`src/rtl/scroll_msg_display.sv`:
```
// scroll_msg_display: scrolling-message engine for the seven-segment bank.
// Holds a writable MSG_LEN-character message and presents a rotating
// NUM_DIGITS-wide window, advanced by a manual step edge or an internal
// rate divider. Optional feature macro: SCROLL_BLINK_EN (blink phase flop).
//
// state    | meaning
// ---------+---------------------------------------------------------
// S_MANUAL | advance only on step rising edge; divider held at 0
// S_AUTO   | divider counts 0..rate-1, tick advances; step edges too
module scroll_msg_display #(
  parameter int NUM_DIGITS = 8,
  parameter int MSG_LEN    = 8,
  parameter int CHAR_W     = 4,
  parameter int DIV_W      = 24
) (
  input  logic                         clk_sys,
  input  logic                         rst,
  input  logic                         step,
  input  logic                         auto_en,
  input  logic                         dir,
  input  logic [DIV_W-1:0]             rate,
  input  logic                         wr_en,
  input  logic [$clog2(MSG_LEN)-1:0]   wr_idx,
  input  logic [CHAR_W-1:0]            wr_char,
  input  logic                         blink,
  output logic [NUM_DIGITS*CHAR_W-1:0] digits,
  output logic [$clog2(MSG_LEN)-1:0]   pos,
  output logic                         wrap
);

  localparam int IDX_W = $clog2(MSG_LEN);
  localparam logic [CHAR_W-1:0] CH_H  = CHAR_W'(0);
  localparam logic [CHAR_W-1:0] CH_E  = CHAR_W'(1);
  localparam logic [CHAR_W-1:0] CH_L  = CHAR_W'(2);
  localparam logic [CHAR_W-1:0] CH_O  = CHAR_W'(3);
  localparam logic [CHAR_W-1:0] BLANK = CHAR_W'(4);

  typedef enum logic {
    S_MANUAL = 1'b0,
    S_AUTO   = 1'b1
  } state_t;

  state_t            state, state_nxt;
  logic [DIV_W-1:0]  div_cnt, div_nxt, rate_m1;
  logic              step_q, step_edge, tick, advance;
  logic [IDX_W-1:0]  pos_nxt;
  logic              wrap_nxt;
  logic [CHAR_W-1:0] msg [MSG_LEN];
  logic [NUM_DIGITS*CHAR_W-1:0] window, disp;
  int                win_idx;

  // "HELLO" followed by blanks; indices past MSG_LEN never get asked for
  function automatic logic [CHAR_W-1:0] reset_char(input int k);
    case (k)
      0:       return CH_H;
      1:       return CH_E;
      2:       return CH_L;
      3:       return CH_L;
      4:       return CH_O;
      default: return BLANK;
    endcase
  endfunction

  function automatic logic [NUM_DIGITS*CHAR_W-1:0] reset_window();
    logic [NUM_DIGITS*CHAR_W-1:0] w;
    w = '0;
    for (int i = 0; i < NUM_DIGITS; i++)
      w[i*CHAR_W +: CHAR_W] = reset_char((NUM_DIGITS - 1 - i) % MSG_LEN);
    return w;
  endfunction

  assign step_edge = step & ~step_q;
  assign rate_m1   = (rate == '0) ? '0 : rate - 1'b1;
  assign advance   = tick | step_edge;

  // Mode transitions and divider; the tick needs auto_en still high so a mode drop loses it
  always_comb begin
    state_nxt = state;
    div_nxt   = div_cnt;
    tick      = 1'b0;
    case (state)
      S_MANUAL: begin
        div_nxt = '0;
        if (auto_en) state_nxt = S_AUTO;
      end
      S_AUTO: begin
        if (!auto_en) begin
          state_nxt = S_MANUAL;
          div_nxt   = '0;
        end else if (div_cnt >= rate_m1) begin
          tick    = 1'b1;
          div_nxt = '0;
        end else begin
          div_nxt = div_cnt + 1'b1;
        end
      end
      default: begin
        state_nxt = S_MANUAL;
        div_nxt   = '0;
      end
    endcase
  end

  // Next window position with wrap detection at either end
  always_comb begin
    pos_nxt  = pos;
    wrap_nxt = 1'b0;
    if (advance) begin
      if (!dir) begin
        if (pos == IDX_W'(MSG_LEN - 1)) begin
          pos_nxt  = '0;
          wrap_nxt = 1'b1;
        end else begin
          pos_nxt = pos + 1'b1;
        end
      end else begin
        if (pos == '0) begin
          pos_nxt  = IDX_W'(MSG_LEN - 1);
          wrap_nxt = 1'b1;
        end else begin
          pos_nxt = pos - 1'b1;
        end
      end
    end
  end

  // Window view of the message; slice NUM_DIGITS-1 (leftmost) shows msg[pos]
  always_comb begin
    window  = '0;
    win_idx = 0;
    for (int i = 0; i < NUM_DIGITS; i++) begin
      win_idx = (int'(pos) + NUM_DIGITS - 1 - i) % MSG_LEN;
      window[i*CHAR_W +: CHAR_W] = msg[win_idx[IDX_W-1:0]];
    end
  end

`ifdef SCROLL_BLINK_EN
  logic phase;

  // Blink phase follows the advance source of the current mode
  always_ff @(posedge clk_sys or posedge rst) begin
    if (rst)
      phase <= 1'b0;
    else if (tick || (state == S_MANUAL && step_edge))
      phase <= ~phase;
  end

  assign disp = (blink && phase) ? {NUM_DIGITS{BLANK}} : window;
`else
  logic unused_blink;
  assign unused_blink = blink;
  assign disp = window;
`endif

  // Control registers and the registered digit outputs
  always_ff @(posedge clk_sys or posedge rst) begin
    if (rst) begin
      state   <= S_MANUAL;
      div_cnt <= '0;
      step_q  <= 1'b0;
      pos     <= '0;
      wrap    <= 1'b0;
      digits  <= reset_window();
    end else begin
      state   <= state_nxt;
      div_cnt <= div_nxt;
      step_q  <= step;
      pos     <= pos_nxt;
      wrap    <= wrap_nxt;
      digits  <= disp;
    end
  end

  // Message storage; a write lands alongside any advance in the same cycle
  always_ff @(posedge clk_sys or posedge rst) begin
    if (rst) begin
      for (int k = 0; k < MSG_LEN; k++) msg[k] <= reset_char(k);
    end else if (wr_en && (int'(wr_idx) < MSG_LEN)) begin
      msg[wr_idx] <= wr_char;
    end
  end

endmodule
```
`config.mk`:
```
export PLATFORM = sky130hd
export DESIGN_NAME = scroll_msg_display
export DESIGN_NICKNAME = d
export VERILOG_FILES = /design/src/rtl/scroll_msg_display.sv
export SDC_FILE = /design/constraint.sdc
export NUM_CORES = 1
export LEC_CHECK = 0
export ABC_AREA = 1
export CORE_MARGIN = 5
export CORE_UTILIZATION = 55
export CTS_CLUSTER_DIAMETER = 200
export DETAILED_ROUTE_END_ITERATION = 8
export MAX_ROUTING_LAYER = met4
export PLACE_DENSITY = 0.79
export REMOVE_ABC_BUFFERS = 1
export SYNTH_ARGS = -nofsm -noshare
export SYNTH_HDL_FRONTEND = slang
export SYNTH_SLANG_ARGS = --single-unit
export TNS_END_PERCENT = 20
```
`constraint.sdc`:
```
create_clock -name clk_sys -period 5.14 [get_ports clk_sys]
set_input_delay 0.771 -clock clk_sys [delete_from_list [all_inputs] [get_ports clk_sys]]
set_output_delay 0.771 -clock clk_sys [all_outputs]
set_load 0.01 [all_outputs]
```
==> flow_summary.yaml, run 1 <==
run:
  maxCapViolCount: 0
power:
  peakVddDrop_uv: 421
  power_mw: 3.10
  p_per_area_nw_per_um2: 442
  leakagePower_nw: 3.48
timing:
  finalCritPeriodShare_pct: 74.3
  rsz0062_at_grt: "no"
  setup_viol: 0
  drv_slew: 0
  max_slew_margin_pct: 24.6
  finalSetupTns_ns: 0
  hold_viol: 0
  tightest_slew_ns: 1.13
  fmax_mhz: 262
  fin_crit_ns: 3.82
  clock_skew_ns: 0.00945
synth:
  synth_cell_types: 42
  synthTopCellsByArea: "dfrtp_1 33%, nand2_1 13%, o21ai_0 8.3%"
  yosys_warnings: 0
  mappedNetlistArea_sq_um: 6000
  ys_async_sr_fraction_pct: 100
  yosys.area.top_type: "dfrtp_1"
  synth_edf_count: 0
  syn_inst: 814
  yosysSeqAreaShare_pct: 39.5
  yosysTopAreaCellShare_pct: 32.5
  synth_area_per_cell_sq_um: 7.37
  synth_ff_type: "dfrtp_1"
  ys_ff_latch: 94
placement:
  dp_hpwl_mm: 10.5
  dp.cells: 1010
  portBuffers: 72
  placed_area_sq_um: 6830
  globalplace.congestion: 0.924
routing:
  drt_iter0_markers: 429
  ant_nets: 0
  drt-total-wl_mm: 14.0
  first_pass_iters: 5
  viasPerCell: 5.26
  routedWlPerCell_um: 13.6
  num_vias: 5393
  drc_errors: 0
global_route:
  use_met3_pct: 4.28
  use_met1_pct: 23.7
  grt_start_max_net_pins: 59
  grt_util_met2_pct: 41.4
  grt_pass1_wl_mm: 23.5
  globalRoute.busiestLayer: "met2"
  antenna_found_initial: 0
  gr-total-overflow: 0
  first_global_vias: 5400
  track_usage_pct: 22.7
die:
  start_util_pct: 55.9
  ios: 74
  row_count: 38
  die-height_um: 114
  coreArea_sq_um: 10700
  die_area_sq_um: 13100
  fp.dieW_um: 114
clock_network:
  clk_latency_ns: 0.37
  ctsHoldBuffers: 0
  cts_tree: "built"
  numCtsBuffers: 9
  cts.sinks: 94
  cts_max_path_buffers: 2
  cts_resized: 0
  clockRootBuffer: "clkbuf_8"
  htree_levels: 3
  postCtsSetupBuffers: 0
  path_clk_slew_ns: 0.09
layout:
  diodes: 0
  stdcell_count: 1026
  nNetsFinal: 950
  drive_gt1_share_pct: 7.90
  finalInstanceArea_sq_um: 7020
  area_growth_pct: 17.0
  num-fill-cells: 934
setup_path:
  required_ns: 5.43
  worstPathArrival_ns: 4.11
  path_class: "input port to flip-flop"
  worst_path_max_delay_cell: "nand3_1"
  crit_chain: "clkdlybuf4s50_1 > nor2_1 > nand2_1 > nor2_1 > nand3_1 > nand3_1 > ha_1 > a21oi_1 > nor2_1 > nor2_1 > nand2_1 > a21oi_1 > nand2_1 > inv_2 > nand2_2 > nor2_1"
  end_kind: "flip-flop"
  crit_top_cell: "nor2_1"
  worstPathMaxFanout: 15
  critPathLaunchType: "input port"
  slowest_delay_ns: 0.51
  path_delay_family: "simple AND/OR/NAND/NOR gates"
  worstPathBufferInverterCount: 2
worst_hold_path:
  hold_path_class: "flip-flop to flip-flop"
status:
  outcome: "completed"
cell usage in the layout (no fill, tap or decap), types with 2 or more instances in the layout:
cell and instances:
buf_4 2, nand3_1 37, nor2_4 2, dfstp_2 16
nor2_1 86, xor2_1 9, o211ai_1 3, nor4_1 3
nand3_2 2, nor3_2 2, clkbuf_1 4, clkbuf_8 11
nand2_1 211, a21boi_0 3, o21ai_1 11, inv_2 3
inv_1 93, a21o_1 3, or2_2 18, xnor2_1 7
or2_0 4, mux2i_1 12, clkdlybuf4s50_1 72, o21ai_0 100
nor2_2 5, nor3_1 11, nand4_1 6, a21oi_1 25
ha_1 31, dfrtp_1 78
area by class of cell:
type | count | area [sq um] | share of cell area (%)
Clock buffer | 15 | 166 | 2.37
Tap cell | 140 | 175 | 2.49
Inverter | 98 | 369 | 5.26
Timing Repair Buffer | 74 | 736 | 10.5
Sequential cell | 94 | 2370 | 33.8
Clock inverter | 1 | 30.0 | 0.428
Multi-Input combinational cell | 604 | 3170 | 45.2
layer usage:
metal	routed length (um)	part of all wire, %
met1	5590	40
met2	7350	53
met3	591	4.2
met4	431	3.1
met5	0	0
where the power goes:
group	total, mW	switching, mW	internal (mW)
sequential	1.07	0.0926	0.975
combinational	1.54	0.910	0.628
clock	0.499	0.246	0.253
total	3.10	1.25	1.86
sequential cells by signal, summed over array words and instances, names as in the netlist:
signal and count:
digits 32, state 1, msg 32, wrap 1, step_q 1, div_cnt 24, pos 3
worst paths after layout:
path,start,end,slack (ns),cells past startpoint
max in group asynchronous,rst,digits[12],3.18,3
max reg2reg,pos[0],digits[5],1.93,9
min in group asynchronous,rst,state,0.91,2
min,msg[6],msg[6],0.50,2
max,rate[12],div_cnt[1],1.32,16
min reg2reg,msg[6],msg[6],0.50,2
synth_stat cells, types with 4 or more instances:
cell / n
nand4_1: 6
inv_1: 94
or2_2: 18
xnor2_1: 8
nand3_1: 37
a21oi_1: 25
dfstp_2: 16
nor2_2: 5
nor2_1: 86
nor3_1: 11
xor2_1: 9
buf_2: 4
ha_1: 31
o21ai_1: 11
dfrtp_1: 78
o21ai_0: 100
mux2i_1: 12
buf_4: 6
nand2_1: 211
clkbuf_1: 8
or2_0: 4
worst register-to-register path, stage by stage, from the launching register on:
cell     delay [ns]
dfrtp_1        0.33
buf_4          0.43
inv_2          0.27
ha_1           0.58
xnor2_2        0.95
nand2_1        0.13
o21ai_1        0.13
inv_1          0.07
nand2_1        0.05
o21ai_0        0.09
through the flow:
stage	hold WS, ns	util, %	setup slack [ns]
floorplan	0.454	-	1.47
global placement	0.477	63.5	1.21
detailed placement	0.487	63.5	1.00
CTS	0.503	65.4	1.37
global route	0.523	65.4	1.05
finish	0.499	65.4	1.32
cells by family (layout without fill, tap and decap cells):
| group | Yosys count | count (layout) | synth area share [%] |
|---|---|---|---|
| multiplexers | 12 | 12 | 2.00 |
| AO/OA/AOI/OAI | 150 | 150 | 13.1 |
| XOR/XNOR | 19 | 19 | 3.21 |
| AND/OR/NAND/NOR | 392 | 392 | 28.0 |
| buffers and inverters | 116 | 188 | 7.71 |
| adder cells (fa/ha/maj) | 31 | 31 | 6.46 |
| flip-flops | 94 | 94 | 39.5 |
Note: power is estimated with default switching activity, not from simulation.
==> run 2: changes to the inputs <==
==> constraint.sdc (replaced) <==
create_clock -name clk_sys -period 3.9 [get_ports clk_sys]
set_input_delay 0.585 -clock clk_sys [delete_from_list [all_inputs] [get_ports clk_sys]]
set_output_delay 0.585 -clock clk_sys [all_outputs]
set_load 0.01 [all_outputs]
==> run 2 against run 1 <==
Sequential power up 32%; hold slack worse by 0.0075 ns; sequential share of layout area down 0.090 points; critical endpoint is now pos[0]; critical path depth up 5; utilization up 0.17 points; combinational power up 31%; critical path type unchanged; largest cell class unchanged; largest power group unchanged.
==> flow_summary.yaml, run 2 (synthesis gave the netlist of run 1 again) <==
status:
  outcome: "completed"
clock_network:
  cts_resized: 0
  cts.sinks: 94
  numCtsBuffers: 9
  postCtsSetupBuffers: 0
  clk_latency_ns: 0.36
  htree_levels: 3
  clockRootBuffer: "clkbuf_8"
  path_clk_slew_ns: 0.09
  cts_tree: "built"
  ctsHoldBuffers: 0
  cts_max_path_buffers: 2
routing:
  route.met3.wl_um: 571
  met1_length_mm: 5.66
  topRoutingLayerUsed: "met4"
  routedWlPerCell_um: 13.6
  drc_errors: 0
  drt-total-wl_mm: 14.0
  wl_met2_mm: 7.54
  ant_nets: 0
  num_vias: 5425
  drt_iter0_markers: 383
  first_pass_iters: 5
  viasPerCell: 5.27
power:
  peakVddDrop_uv: 567
  leakagePower_nw: 3.49
  p_per_area_nw_per_um2: 578
die:
  row_count: 38
  die-height_um: 114
  start_util_pct: 55.9
  fp.dieW_um: 114
  ios: 74
  die_area_sq_um: 13100
  coreArea_sq_um: 10700
setup_path:
  r2r_setup_slack_ns: 1.20
  worst_path_max_delay_cell: "clkdlybuf4s50_1"
  worstPathArrival_ns: 3.70
  rr_endpoint: "digits[5]"
  worstPathBufferInverterCount: 1
  path_class: "input port to flip-flop"
  required_ns: 4.15
  crit_top_cell: "nand2_1"
  slowest_delay_ns: 0.46
  worst-r2r-cell-count: 8
  critPathLaunchType: "input port"
  startpoint: "rate[2]"
  worstPathMaxFanout: 6
  r2r_start: "pos[0]"
  path_delay_family: "simple AND/OR/NAND/NOR gates"
  end_kind: "flip-flop"
  crit_chain: "clkdlybuf4s50_1 > nor2_1 > nand2_1 > nor2_1 > and2_2 > nand3b_1 > nor2_4 > nand2_1 > nand2_1 > nand3_1 > ha_1 > a21oi_1 > nor2_1 > nor2_1 > nand2_1 > a21oi_1 > nand2_1 > nand2_1 > nand2_1 > nand2_1 > nand2_1"
timing:
  drv_slew: 0
  hold_viol: 0
  finalCritPeriodShare_pct: 88.6
  fmax_mhz: 289
  rsz0062_at_grt: "no"
  fin_ws_ns: 0.446
  tightest_slew_ns: 1.12
  fin_crit_ns: 3.45
  max_slew_margin_pct: 24.7
  clock_skew_ns: 0.00946
  finalSetupTns_ns: 0
  setup_viol: 0
run:
  maxCapViolCount: 0
global_route:
  antenna_found_initial: 0
  gr-total-overflow: 0
  grt_pass1_wl_mm: 23.7
  first_global_vias: 5344
  grt_start_max_net_pins: 55
  track_usage_pct: 22.9
worst_hold_path:
  holdPathEnd: "div_cnt[0]"
  hp-start: "div_cnt[0]"
  hold_path_class: "flip-flop to flip-flop"
  min_path_cells: 1
placement:
  dpl_worst_slack_ns: 0.0973
  globalplace.congestion: 0.987
  dp_hpwl_mm: 10.6
  portBuffers: 72
layout:
  area_growth_pct: 17.3
  nNetsFinal: 953
  reg_top3: "digits (32), msg (32), div_cnt (24)"
  final_common_cell: "nand2_1"
  drive_gt1_share_pct: 8.44
  most-common-layout-cells: "211 x nand2_1, 100 x o21ai_0, 93 x inv_1, 86 x nor2_1, 78 x dfrtp_1"
  num-fill-cells: 912
  diodes: 0
==> run 2: cell count changes in the layout (fill, tap and decap cells not counted), sizes merged <==
| cell | before | now |
|---|---|---|
| buf | 2 | 5 |
| clkbuf | 15 | 12 |
| clkinv | 2 | 4 |
| clkinvlp | 0 | 1 |
==> run 2: worst max path at each step <==
stage	endpoint	slack [ns]	cells after the start
after floorplan	digits[14]	0.23	6
after global placement	div_cnt[11]	0.22	20
after detailed placement	div_cnt[11]	0.1	20
after CTS	div_cnt[15]	0.46	19
after global routing	div_cnt[6]	0.01	17
final	pos[0]	0.45	21
==> run 2: layout make-up <==
class,instances,area (sq um),share of cell area (%)
clock buffers,12,145,2.06
multi-input cells,604,3170,45.1
flip-flops and latches,94,2370,33.7
well taps,140,175,2.49
repair buffers,77,758,10.8
clock inverters,4,47.5,0.675
inverters,98,369,5.24
==> run 2: layer usage <==
metal,GRT usage (%),vias up
met4,6.73,0
met3,4.12,14
met1,24.8,2540
met2,42.4,115
li1,-,2756
met5,-,-
==> run 2: report_power, final <==
part	switching (mW)	internal (mW)	total, mW	leakage [nW]
clock	0.330	0.313	0.642	0.0964
sequential	0.126	1.28	1.41	1.17
combinational	1.19	0.828	2.02	2.23
==> run 2: metrics by stage <==
stage | power (mW) | instances | util, % | area [sq um] | hold slack [ns]
finish | 4.07 | 1029 | 65.5 | 7040 | 0.491
global route | 4.43 | 1029 | 65.5 | 7040 | 0.519
CTS | 4.09 | 1029 | 65.5 | 7040 | 0.498
detailed placement | 3.44 | 1013 | 63.7 | 6850 | 0.484
global placement | 3.35 | 1013 | 63.7 | 6850 | 0.477
floorplan | 2.69 | 796 | - | 5910 | 0.454
==> run 2: worst reg2reg max path, stage by stage, from the launching register on <==
cell and delay [ns]:
dfrtp_1 0.40, inv_2 0.24, ha_1 0.48, xnor2_2 0.95, nand2_1 0.13, o21ai_1 0.14
inv_1 0.07, nand2_1 0.05, o21ai_0 0.09
